File: src/rtl/cmos_capture_pkg.sv
// Shared definitions for the CMOS capture / luma front end.
package cmos_capture_pkg;

  // Luma weights; they sum to 256, so the shifted sum always fits in 8 bits
  localparam logic [7:0] COEF_R  = 8'd77;
  localparam logic [7:0] COEF_G  = 8'd150;
  localparam logic [7:0] COEF_B  = 8'd29;
  localparam int unsigned Y_SHIFT = 8;

  typedef enum logic {
    SKIP = 1'b0,
    RUN  = 1'b1
  } skip_state_e;

  typedef struct packed {
    logic [7:0] r;
    logic [7:0] g;
    logic [7:0] b;
  } rgb888_t;

  // RGB565 -> RGB888 by replicating the top bits into the new LSBs
  function automatic rgb888_t rgb565_expand(input logic [15:0] p);
    rgb888_t c;
    c.r = {p[15:11], p[15:13]};
    c.g = {p[10:5],  p[10:9]};
    c.b = {p[4:0],   p[4:2]};
    return c;
  endfunction

endpackage

File: src/rtl/cmos_capture_y_rgb565_to_y.sv
// RGB565 pixel to 8-bit luma: expand, multiply, sum/shift. Fixed 3-cycle latency.
module rgb565_to_y
  import cmos_capture_pkg::*;
(
  input  logic        clk,
  input  logic        rst_n,
  input  logic        pix_vld,
  input  logic [15:0] pix,
  output logic        y_vld,
  output logic [7:0]  y
);

  localparam int STAGES = 3;

  logic [STAGES:1] vld_pipe;
  rgb888_t         rgb_q;
  logic [15:0]     pr_q, pg_q, pb_q;
  logic [16:0]     sum;

  assign sum   = {1'b0, pr_q} + {1'b0, pg_q} + {1'b0, pb_q};
  assign y_vld = vld_pipe[STAGES];

  // valid travels alongside the data through all three stages
  always_ff @(posedge clk or negedge rst_n) begin
    if (!rst_n) vld_pipe <= '0;
    else        vld_pipe <= {vld_pipe[STAGES-1:1], pix_vld};
  end

  // expand, multiply, then sum/shift; data forced to 0 when not valid
  always_ff @(posedge clk or negedge rst_n) begin
    if (!rst_n) begin
      rgb_q <= '0;
      pr_q  <= '0;
      pg_q  <= '0;
      pb_q  <= '0;
      y     <= '0;
    end else begin
      rgb_q <= pix_vld ? rgb565_expand(pix) : '0;
      pr_q  <= 16'(rgb_q.r) * 16'(COEF_R);
      pg_q  <= 16'(rgb_q.g) * 16'(COEF_G);
      pb_q  <= 16'(rgb_q.b) * 16'(COEF_B);
      y     <= vld_pipe[2] ? 8'(sum >> Y_SHIFT) : 8'd0;
    end
  end

endmodule

File: src/rtl/cmos_capture_y.sv
// DVP RGB565 capture with start-up frame skip and luma conversion.
// Optional per-frame size check enabled by defining CMOS_CAPTURE_SIZE_CHK_EN.
module cmos_capture_y
  import cmos_capture_pkg::*;
#(
  parameter logic [9:0] IMG_HDISP  = 10'd640,
  parameter logic [9:0] IMG_VDISP  = 10'd480,
  parameter logic [3:0] FRAME_SKIP = 4'd10
) (
  input  logic       clk,
  input  logic       rst_n,
  input  logic       cmos_vsync,
  input  logic       cmos_href,
  input  logic [7:0] cmos_data,
  output logic       post_frame_vsync,
  output logic       post_frame_href,
  output logic       post_frame_clken,
  output logic [7:0] post_img_Y,
  output logic       frame_size_err
);

  localparam skip_state_e ST_RST = (FRAME_SKIP == 4'd0) ? RUN : SKIP;

  logic        vs_r, hs_r;
  logic [7:0]  d_r;
  logic [2:0]  vs_dly, hs_dly;
  logic        phase;
  logic [7:0]  byte_hold;
  skip_state_e state;
  logic [3:0]  skip_cnt;
  logic        run, vs_rise, pix_vld;
  logic [15:0] pix;

  assign run     = (state == RUN);
  assign vs_rise = vs_r & ~vs_dly[0];
  assign pix_vld = hs_r & phase & run;
  assign pix     = {byte_hold, d_r};

  assign post_frame_vsync = vs_dly[2];
  assign post_frame_href  = hs_dly[2];

  // register raw sensor pins before any use
  always_ff @(posedge clk or negedge rst_n) begin
    if (!rst_n) begin
      vs_r <= 1'b0;
      hs_r <= 1'b0;
      d_r  <= '0;
    end else begin
      vs_r <= cmos_vsync;
      hs_r <= cmos_href;
      d_r  <= cmos_data;
    end
  end

  // sync delay lines match the 3-stage conversion; href is blanked while skipping
  always_ff @(posedge clk or negedge rst_n) begin
    if (!rst_n) begin
      vs_dly <= '0;
      hs_dly <= '0;
    end else begin
      vs_dly <= {vs_dly[1:0], vs_r};
      hs_dly <= {hs_dly[1:0], hs_r & run};
    end
  end

  // byte phase: hold the first byte, pair on the second; a dangling byte dies with href
  always_ff @(posedge clk or negedge rst_n) begin
    if (!rst_n) begin
      phase     <= 1'b0;
      byte_hold <= '0;
    end else if (!hs_r) begin
      phase <= 1'b0;
    end else begin
      phase <= ~phase;
      if (!phase) byte_hold <= d_r;
    end
  end

  // frame-skip FSM: count vsync rises, switch to RUN in blanking, stay there
  always_ff @(posedge clk or negedge rst_n) begin
    if (!rst_n) begin
      state    <= ST_RST;
      skip_cnt <= '0;
    end else if (state == SKIP && vs_rise) begin
      skip_cnt <= skip_cnt + 4'd1;
      if (skip_cnt + 4'd1 == FRAME_SKIP) state <= RUN;
    end
  end

  rgb565_to_y u_rgb565_to_y (
    .clk    (clk),
    .rst_n  (rst_n),
    .pix_vld(pix_vld),
    .pix    (pix),
    .y_vld  (post_frame_clken),
    .y      (post_img_Y)
  );

`ifdef CMOS_CAPTURE_SIZE_CHK_EN
  logic        hs_q, href_fall, size_err;
  logic [10:0] pix_cnt;
  logic [9:0]  line_cnt;

  assign href_fall      = hs_q & ~hs_r;
  assign frame_size_err = size_err;

  // pixels per line and lines per frame, checked only once frames are live
  always_ff @(posedge clk or negedge rst_n) begin
    if (!rst_n) begin
      hs_q     <= 1'b0;
      pix_cnt  <= '0;
      line_cnt <= '0;
      size_err <= 1'b0;
    end else begin
      hs_q <= hs_r;
      if (!run) begin
        pix_cnt  <= '0;
        line_cnt <= '0;
      end else begin
        if (pix_vld) pix_cnt <= pix_cnt + 11'd1;
        if (href_fall) begin
          if (pix_cnt != {1'b0, IMG_HDISP}) size_err <= 1'b1;
          pix_cnt  <= '0;
          line_cnt <= line_cnt + 10'd1;
        end
        if (vs_rise) begin
          if (line_cnt != IMG_VDISP) size_err <= 1'b1;
          line_cnt <= '0;
        end
      end
    end
  end
`else
  assign frame_size_err = 1'b0;
`endif

endmodule

File: config.mk
export PLATFORM = sky130hd
export DESIGN_NAME = cmos_capture_y
export DESIGN_NICKNAME = d
export VERILOG_FILES = /design/src/rtl/cmos_capture_pkg.sv /design/src/rtl/cmos_capture_y_rgb565_to_y.sv /design/src/rtl/cmos_capture_y.sv
export SDC_FILE = /design/constraint.sdc
export NUM_CORES = 1
export LEC_CHECK = 0
export ABC_CLOCK_PERIOD_IN_PS = 4200
export BUFFER_PORTS_ARGS = -buffer_cell sky130_fd_sc_hd__clkbuf_2
export CORE_ASPECT_RATIO = 1.2
export CORE_MARGIN = 3
export CORE_UTILIZATION = 60
export DETAILED_ROUTE_END_ITERATION = 12
export PLACE_DENSITY = 0.78
export SYNTH_ARGS = -nofsm -noshare
export SYNTH_HDL_FRONTEND = slang
export SYNTH_HIERARCHICAL = 1
export SYNTH_SLANG_ARGS = --single-unit
File: constraint.sdc
create_clock -name clk -period 4.2 [get_ports clk]
set_clock_uncertainty 0.2 [all_clocks]
set_input_delay 0.21 -clock clk [delete_from_list [all_inputs] [get_ports clk]]
set_output_delay 0.21 -clock clk [all_outputs]
set_load 0.1 [all_outputs]
# Word-level counts from Yosys, hierarchy flattened
# Cells that the tools add are included.
[word_totals] reg_bits=108 inputBits=12 out_inout_bits=12 word_cells=37
[op_classes] n_addsub=3 n_mul=3 eq_ne=1 n_mux=3 n_bitwise=7 reduce_logical=3
[op_table] cell="$mul A8 B7 Y15 const B" count=2
[op_table] cell="$mux W24" count=1
[op_table] cell="$add A15 B16 Y16" count=1
[op_table] cell="$add A16 B13 Y16" count=1
[op_table] cell="$mul A8 B5 Y13 const B" count=1
[op_table] cell="$mux W8" count=1
[op_table] cell="$add A4 B1 Y4 const B" count=1
[op_table] cell="$and A1 B1 Y1" count=4
[op_table] cell="$eq A4 B4 Y1 const B" count=1
[op_table] cell="$reduce_and A2 Y1" count=2
[op_table] cell="$not A1 Y1" count=3
[op_table] cell="$logic_and A1 B1 Y1" count=1
[op_table] cell="$mux W1" count=1

# Depth between registers and ports, before layout
# Gate-level depths: netlist of run 1.
[depth] ltp_word=4 mapped_depth=13 mapped_depth_nobuf=13

# Cells and area by module
# The synthesis of run 1 kept the hierarchy.
[by_module_without_submodules] module="rgb565_to_y" instances=1 cells_per_inst=534 area_per_inst_um2=5666.7 seq_area_each_um2=1751.7
[by_module_without_submodules] module="cmos_capture_y" instances=1 cells_per_inst=59 area_per_inst_um2=1007.2 seq_area_each_um2=750.7

# Least setup slack after synthesis of run 1
# Ideal clock, no wire load.
[synth_path] path_kind="reg2reg" from="register u_rgb565_to_y/rgb_q[21] (netlist bit)" to="register u_rgb565_to_y.pr_q[12]" setup_time_ns=0.126 arrival_ns=3.512 required_time_ns=3.874 setup_slack_ns=0.362 stages_incl_launch_ff=13 n_path_buf=0 period_less_slack_ns=3.838 cell_sequence="dfrtp_1 -> ha_1 -> ha_1 -> inv_1 -> fa_1 -> fa_1 -> inv_1 -> ha_1 -> a21o_1 -> a31oi_2 -> a21oi_2 -> or2_1 -> a311o_1"
[synth_between] elab_chain_len=1
[synth_rtl] element="start, declared" line="cmos_capture_y_rgb565_to_y.sv:16" source="rgb888_t rgb_q;"
[synth_rtl] element="start signal, assigned" line="cmos_capture_y_rgb565_to_y.sv:38" source="rgb_q <= pix_vld ? rgb565_expand(pix) : '0;"
[synth_rtl] element="$mul A8 B7 Y15" line="cmos_capture_y_rgb565_to_y.sv:39" source="pr_q <= 16'(rgb_q.r) * 16'(COEF_R);"
[synth_rtl] element="end signal, assigned" line="cmos_capture_y_rgb565_to_y.sv:39"
[synth_rtl] element="end, declared" line="cmos_capture_y_rgb565_to_y.sv:17" source="logic [15:0] pr_q, pg_q, pb_q;"
# No other way between the ends.
# A chain may end at the register's enable or synchronous reset.

# Worst setup path in the final report of run 1
[layout_path] from="register u_rgb565_to_y/rgb_q[20] (netlist bit)" to="register u_rgb565_to_y.pr_q[12]"
# The elaborated chain is that of the path after synthesis.

==> summary.md, run 1 <==
| Metric | Value |
|---|---|
| Status | finished, final reports clean |
| Peak VDD IR | 0.256 mV |
| Final count of hold timing violations | 0 |
| Fin Setup TNS | 0 ns |
| DRT iter0 DRCs | between 150 and 200 |
| Number of remaining DRC errors | 0 |
| Placed Area | 6940 um2 |
| Fin. max-slew vios | 0 |
| Library cells used by synthesis | a little over 60 |
| Post-cts resize count | 0 |
| Number of setup buffers added after CTS | 0 |
| Maximum Capacitance Violations | 0 |
| Leakage component of the power | between 4 and 5 nW |
| Xor/xnor share of the synthesized area | 0.0354 |
| Yosys reg bits | 100 |
| Tmin final | roughly 4.0 ns |
| Number of standard-cell rows in the floorplan | slightly above 40 |
| Post-route design area | 7360 um2 |
| Floorplan die width | 102 um |
| Cts-stage hold buffer count | 11 |
| Remaining number of nets flagged by the antenna check after routing | 0 |
| NumNets Final | between 700 and 800 |
| Proportion of synthesized area in mux cells | 0.0182 |
| Count of warnings emitted by yosys | 6 |
| Number of flops mapped to enable cells by yosys | 0 |
| Post-synth top flop | dfrtp_1 |
| Worst-Skew Late Latency | ~0.34 ns |
| Path category of the worst min-delay check | flip-flop to flip-flop |
| Required time of the worst setup path | about 4.2 ns |
| Synthesized-area fraction occupied by ao, oa, aoi and oai cells | 0.103 |
| Via count of the first global-routing pass | about 4600 |
| Largest fanout on the critical path | 5 |
| Dominant combinational cell family by area after synthesis | adder cells |
| Routed wire length per instance | roughly 16 um |
| Iteration count of the initial detailed-routing pass | 4 |
| Period utilization | 0.959 |
| Number of buffers created by CTS | 9 |
| Post-synthesis sequential area ratio | 0.375 |
| Setup repair after global routing missed its margin | false |
| Clock sink count | 100 |
| Buffers added on ports | 22 |
| Area of the mapped netlist | between 6000 and 7000 um2 |
| Post-synthesis to final-layout area growth | 10.3% |
| Diodes inserted | 0 |
| Post-synthesis share of cell area spent on and, or, nand and nor gates | 0.0892 |
| Final weighted congestion in routability-driven placement | 0.967 |
| Category of the worst setup path launch point | flip-flop |
| Gate count of the mapped netlist | approximately 590 |
| Kind of critical path | flip-flop to flip-flop |
| Antenna violations before repair | 0 |
| Worst endpoint data arrival time | slightly above 4 ns |
| Arithmetic-cell share of the synthesized area counting full adders, half adders and majority gates | 0.323 |
| Buffers from clock root to sink, at most | 2 |
| Fraction of registers with async set/reset | 1.00 |
| Ports | 24 |
| Slew at the pin closest to its max-slew limit | about 0.9 ns |
| Vias | 4365 |
| Final wirelength | 12300 um |
| Vias per Instance | around 5.7 |
| Power per cell area | roughly 350 nW/um2 |
| Final global-route overflow total | 0 |
| Initial core utilization | 0.625 |
| Clock tree from TritonCTS | built |
| Layout cells sized above 1 | 0.0909 |
| Fill cell total of the finished layout | between 700 and 800 |
| Combined global-route utilization of all metal layers | 0.217 |
| Clock-pin slew reported for the worst setup and hold paths after clock tree synthesis | about 0.08 ns |
| DP HPWL | ~9500 um |
| Placeable core region | around 11000 um2 |
| Number of H-tree branching levels | 3 |
| F_max | around 250 MHz |
| Worst rel slew slack | 0.401 |
| Pin count of the biggest net entering global routing | 77 |
| Vert. Die Dim | 122 um |
| Final setup violating endpoints | 0 |
| Mean area per synthesized cell | approximately 11 um2 |
| Global-route wire length before repair | 21200 um |
| Crit path capture type | flip-flop |
| Full die area | ~12000 um2 |
| Net Count, Synth | roughly 760 |
| Clk root buf | clkbuf_16 |
## sequential cells by signal (all words and copies together), names as in the netlist
name,count
u_rgb565_to_y/vld_pipe,3
skip_cnt,4
run,1
u_rgb565_to_y/y,8
byte_hold,8
hs_r,1
vs_r,1
hs_dly,3
d_r,8
vs_dly,3
u_rgb565_to_y/rgb_q,16
u_rgb565_to_y/pr_q,15
phase,1
u_rgb565_to_y/pg_q,15
u_rgb565_to_y/pb_q,13
## power by group
group	leakage, nW	total [W]	switching, W	internal, W
Sequential	1.32	0.00116	0.0000906	0.00107
Clock	0.153	0.000833	0.000402	0.000431
Combinational	2.63	0.000575	0.000341	0.000234
Total	4.11	0.00257	0.000833	0.00174
## layer usage
layer,vias up,global-route usage,routed length (um)
met5,-,0,0
met2,93,0.382,6410
met3,29,0.0286,375
li1,2120,-,-
met4,0,0.0911,426
met1,2123,0.264,5050
## through the flow
step                      setup slack (ns)  power, W  instances  utilization  hold slack (ns)
after floorplan                      0.362   0.00158        593            -           -0.286
after global placement               0.368   0.00171        740        0.650            0.118
after detailed placement             0.219   0.00174        740        0.650            0.120
after CTS                            0.190   0.00259        767        0.690            0.153
after global routing                0.0404   0.00273        767        0.690            0.165
final                                0.170   0.00257        767        0.690            0.152
## worst paths after layout
kind | start | end | slack, ns | cells after the start
setup reg to reg | u_rgb565_to_y/rgb_q[20] | u_rgb565_to_y/pr_q[12] | 0.17 | 12
hold / removal | vs_dly[1] | vs_dly[2] | 0.15 | 0
hold reg to reg | vs_dly[1] | vs_dly[2] | 0.15 | 0
min in group asynchronous | rst_n | u_rgb565_to_y/y[4] | 0.32 | 2
setup / recovery | u_rgb565_to_y/rgb_q[20] | u_rgb565_to_y/pr_q[12] | 0.17 | 12
max in group asynchronous | rst_n | u_rgb565_to_y/rgb_q[22] | 2.58 | 3
## worst max-delay path: stages (launching register included)
cell	delay [ns]
dfrtp_1	0.42
ha_1	0.31
ha_1	0.28
inv_1	0.05
fa_1	0.50
fa_1	0.52
inv_1	0.04
ha_1	0.36
a21o_1	0.24
a31oi_2	0.24
a21oi_2	0.11
or2_1	0.25
a311o_1	0.36
## placed cells by master (no fill, tap or decap), types with 8 or more instances in the layout
| cell type | n |
|---|---|
| o21ai_1 | 9 |
| xnor2_1 | 20 |
| ha_1 | 113 |
| nor2_1 | 20 |
| a21oi_1 | 27 |
| and2_1 | 18 |
| mux2_2 | 8 |
| nand3_1 | 11 |
| a21o_1 | 11 |
| dlygate4sd3_1 | 11 |
| dfrtp_1 | 100 |
| nand2_1 | 13 |
| clkbuf_2 | 21 |
| o21ai_0 | 10 |
| fa_1 | 37 |
| inv_1 | 89 |
| clkbuf_16 | 9 |
## cells by family after synthesis
kind of cell / after synthesis
other: 1
adder cells (fa/ha/maj): 150
XOR/XNOR: 27
AND/OR/NAND/NOR: 107
buffers and inverters: 96
multiplexers: 11
AO/OA/AOI/OAI: 101
flip-flops: 100
## final cells by class
cell class              count  area [um2]  area share
inverters                  89         334      0.0454
multi-input cells         397        3800       0.517
well taps                 129         161      0.0219
clock inverters             7        88.8      0.0121
flip-flops and latches    100        2500       0.340
repair buffers             36         245      0.0333
clock buffers               9         225      0.0306
## synthesized netlist by cell type, drive strengths merged, types with 2 or more instances
library cell | instances | area share
and4 | 3 | 0.0039
and3 | 5 | 0.0049
ha | 113 | 0.21
nor2b | 7 | 0.0066
nor2 | 20 | 0.011
nand4 | 5 | 0.0047
nand3 | 11 | 0.0082
dfrtp | 100 | 0.37
xor2 | 7 | 0.0092
o21a | 4 | 0.0045
a21oi | 28 | 0.022
and2 | 19 | 0.018
o211ai | 4 | 0.0045
xnor2 | 20 | 0.026
clkbuf | 4 | 0.0022
inv | 89 | 0.050
a221oi | 3 | 0.0049
buf | 3 | 0.0030
a41oi | 2 | 0.0026
a31oi | 5 | 0.0056
nand2b | 5 | 0.0047
o21bai | 3 | 0.0034
mux2 | 9 | 0.015
fa | 37 | 0.11
nand2 | 13 | 0.0073
nor4 | 6 | 0.0056
a21boi | 2 | 0.0022
a21o | 11 | 0.012
nor3 | 7 | 0.0052
mux2i | 2 | 0.0030
o311ai | 3 | 0.0039
o21ai | 19 | 0.014
a211oi | 3 | 0.0041
a211o | 3 | 0.0039
No activity file was read; power rests on OpenSTA's default activity.
==> run 2, diff against run 1 <==
--- a/config.mk
+++ b/config.mk
@@ -5,7 +5,7 @@
 export SDC_FILE = /design/constraint.sdc
 export NUM_CORES = 1
 export LEC_CHECK = 0
-export ABC_CLOCK_PERIOD_IN_PS = 4200
+export ABC_CLOCK_PERIOD_IN_PS = 4100
 export BUFFER_PORTS_ARGS = -buffer_cell sky130_fd_sc_hd__clkbuf_2
 export CORE_ASPECT_RATIO = 1.2
 export CORE_MARGIN = 3
==> constraint.sdc (replaced) <==
create_clock -name clk -period 4.1 [get_ports clk]
set_clock_uncertainty 0.2 [all_clocks]
set_input_delay 0.205 -clock clk [delete_from_list [all_inputs] [get_ports clk]]
set_output_delay 0.205 -clock clk [all_outputs]
set_load 0.1 [all_outputs]
==> run 2 against run 1 <==
Against the previous run:
- final cell count unchanged
- worst hold slack better by 0.00051 ns
- wire length up 3.1%
- register-to-register slack worse by 0.03 ns
- sequential power about the same
- critical endpoint unchanged
==> summary.md, run 2 (synthesis results as in run 1) <==
| Metric | Value |
|---|---|
| Leakage component of the power | 4.11 nW (about the same) |
| Delay of the slowest critical-path stage | 0.52 ns (about the same) |
| Clock sink count | 100 (unchanged) |
| Fin. max-slew vios | 0 (unchanged) |
| Vert. Die Dim | 122 um (unchanged) |
| Hold Path End | vs_dly[2] (unchanged) |
| Slowest cell on the critical path | fa_1 (unchanged) |
| Peak VDD IR | 0.322 mV (was 0.256 mV) |
| Remaining number of nets flagged by the antenna check after routing | 0 (unchanged) |
| Status | finished, final reports clean (unchanged) |
| Required time of the worst setup path | 4.13 ns (was 4.22 ns) |
| Pin count of the biggest net entering global routing | 75 (was 77) |
| Number of H-tree branching levels | 3 (unchanged) |
| Most numerous cell on the critical path | ha_1 (unchanged) |
| Tmin final | 3.96 ns (was 4.03 ns) |
| Buffers added on ports | 22 (unchanged) |
| Startpoint of the worst register-to-register path | u_rgb565_to_y/rgb_q[20] (unchanged) |
| Setup repair after global routing missed its margin | true (was false) |
| Final setup violating endpoints | 0 (unchanged) |
| Total area of sequential cells | 2500 um2 (unchanged) |
| Floorplan die width | 102 um (unchanged) |
| Clock tree from TritonCTS | built (unchanged) |
| Full die area | 12400 um2 (unchanged) |
| Worst rel slew slack | 0.405 (was 0.401) |
| Largest fanout on the critical path | 5 (unchanged) |
| Largest Register | u_rgb565_to_y/rgb_q (unchanged) |
| Final count of hold timing violations | 0 (unchanged) |
| Number of standard-cell rows in the floorplan | 41 (unchanged) |
| Registers with the highest flip-flop counts | u_rgb565_to_y/rgb_q: 16 flops, u_rgb565_to_y/pg_q: 15 flops, u_rgb565_to_y/pr_q: 15 flops (unchanged) |
| Area of the multi-input gates | 3800 um2 (unchanged) |
| Commonest cells after routing, fill and taps aside | 113 x ha_1, 100 x dfrtp_1, 89 x inv_1, 37 x fa_1, 27 x a21oi_1 (unchanged) |
| Ports | 24 (unchanged) |
| Category of the worst setup path launch point | flip-flop (unchanged) |
| Path category of the worst min-delay check | flip-flop to flip-flop (unchanged) |
| Number of buffers created by CTS | 9 (unchanged) |
| Diodes inserted | 0 (unchanged) |
| HP Start | vs_dly[1] (unchanged) |
| Clk root buf | clkbuf_16 (unchanged) |
| R2R setup slack | 0.14 ns (was 0.17 ns) |
| Vias per Instance | 5.75 (was 5.69) |
| Antenna violations before repair | 0 (unchanged) |
| Via count of the first global-routing pass | 4796 (was 4614) |
| Clock-pin slew reported for the worst setup and hold paths after clock tree synthesis | 0.08 ns (about the same) |
| Combined global-route utilization of all metal layers | 0.227 (was 0.217) |
| Power per cell area | 358 nW/um2 (was 349 nW/um2) |
| DRT iter0 DRCs | 186 (unchanged) |
| Hold depth | 0 (unchanged) |
| Buffers from clock root to sink, at most | 2 (unchanged) |
| Number of remaining DRC errors | 0 (unchanged) |
| DP HPWL | 9910 um (was 9520 um) |
| Worst-Skew Late Latency | 0.34 ns (about the same) |
| Post-synthesis to final-layout area growth | 10.2% (was 10.3%) |
| Period utilization | 0.965 (was 0.959) |
| Vias | 4407 (was 4365) |
| NumNets Final | 795 (unchanged) |
| Final worst hold slack | 0.152 ns (about the same) |
| Placeable core region | 10700 um2 (unchanged) |
| Routed wire length per instance | 16.5 um (was 16.0 um) |
| Max reg flops | 16 (unchanged) |
| Fill cell total of the finished layout | 743 (was 753) |
| Leading cell type in the layout, fill and taps excluded | ha_1 (unchanged) |
| Kind of critical path | flip-flop to flip-flop (unchanged) |
| Capturing point of the worst reg2reg path | u_rgb565_to_y/pr_q[12] (unchanged) |
| Initial core utilization | 0.625 (unchanged) |
| Global-route wire length before repair | 22200 um (was 21200 um) |
| Crit path capture type | flip-flop (unchanged) |
| F_max | 253 MHz (was 248 MHz) |
| Sequence of cells on the critical path | ha_1 > ha_1 > inv_1 > fa_1 > fa_1 > inv_1 > ha_1 > a21o_1 > a31oi_2 > a21oi_2 > or2_1 > a311o_1 (unchanged) |
| Maximum Capacitance Violations | 0 (unchanged) |
| Post-cts resize count | 0 (unchanged) |
| Layout cells sized above 1 | 0.0909 (unchanged) |
| Worst endpoint data arrival time | 3.98 ns (was 4.05 ns) |
| Iteration count of the initial detailed-routing pass | 4 (unchanged) |
| Reg2Reg Depth | 12 (unchanged) |
| Final global-route overflow total | 0 (unchanged) |
| Power Total | 0.00263 W (was 0.00257 W) |
| Final wirelength | 12600 um (was 12300 um) |
| Slew at the pin closest to its max-slew limit | 0.892 ns (was 0.899 ns) |
| Final weighted congestion in routability-driven placement | 0.954 (was 0.967) |
-- run 2: cell counts in the layout (fill, tap and decap cells not counted) --
Identical to the previous run, type by type.
-- run 2: per-layer routing --
metal	GRT usage	up-vias	wire length (um)
met1	0.277	2172	5210
met3	0.0275	30	266
met4	0.0927	0	415
met5	0	-	0
met2	0.403	89	6760
li1	-	2116	-
-- run 2: power by group --
group	total, W	switching, W	internal (W)
Sequential	0.00119	0.0000951	0.00110
Clock	0.000856	0.000416	0.000440
Combinational	0.000586	0.000347	0.000239
Total	0.00263	0.000858	0.00178
-- run 2: area by class of cell --
cell class	count	area share
Inverter	89	0.0454
Clock inverter	7	0.0117
Timing Repair Buffer	36	0.0333
Tap cell	129	0.0219
Multi-Input combinational cell	397	0.517
Sequential cell	100	0.340
Clock buffer	9	0.0306
-- run 2: through the flow --
| stage | setup slack [ns] | std cells | area [um2] | setup TNS, ns | utilization |
|---|---|---|---|---|---|
| final | 0.143 | 767 | 7360 | 0 | 0.689 |
| after global routing | -0.000368 | 767 | 7360 | -0.000368 | 0.689 |
| after CTS | 0.129 | 767 | 7360 | 0 | 0.689 |
| after detailed placement | 0.152 | 740 | 6940 | 0 | 0.650 |
| after global placement | 0.266 | 740 | 6940 | 0 | 0.650 |
| after floorplan | 0.262 | 593 | 6670 | 0 | - |
-- run 2: repair_timing --
item                                    in CTS  in global routing
endpoints found under the setup margin       0                  1
hold endpoints to repair                    83                  0
buffers inserted                             0                  0
hold buffers                                11                  0
-- run 2: worst max path at each step --
stage,from,end,depth (start not counted)
2_1_floorplan,u_rgb565_to_y/rgb_q[21],u_rgb565_to_y/pr_q[12],12
6_report,u_rgb565_to_y/rgb_q[20],u_rgb565_to_y/pr_q[12],12
3_3_place_gp,u_rgb565_to_y/rgb_q[20],u_rgb565_to_y/pr_q[12],12
4_1_cts,u_rgb565_to_y/rgb_q[20],u_rgb565_to_y/pr_q[12],12
5_1_grt,u_rgb565_to_y/rgb_q[20],u_rgb565_to_y/pr_q[12],12
3_5_place_dp,u_rgb565_to_y/rgb_q[20],u_rgb565_to_y/pr_q[12],12
-- run 2: worst max-delay path: cells and delay by family, from the launching register on --
kind	cells	cell delay, ns
adders and majority gates	5	1.96
AOI/OAI and AO/OA	4	0.92
buffers and inverters	2	0.10
DFF	1	0.42
and+or+nand+nor	1	0.25
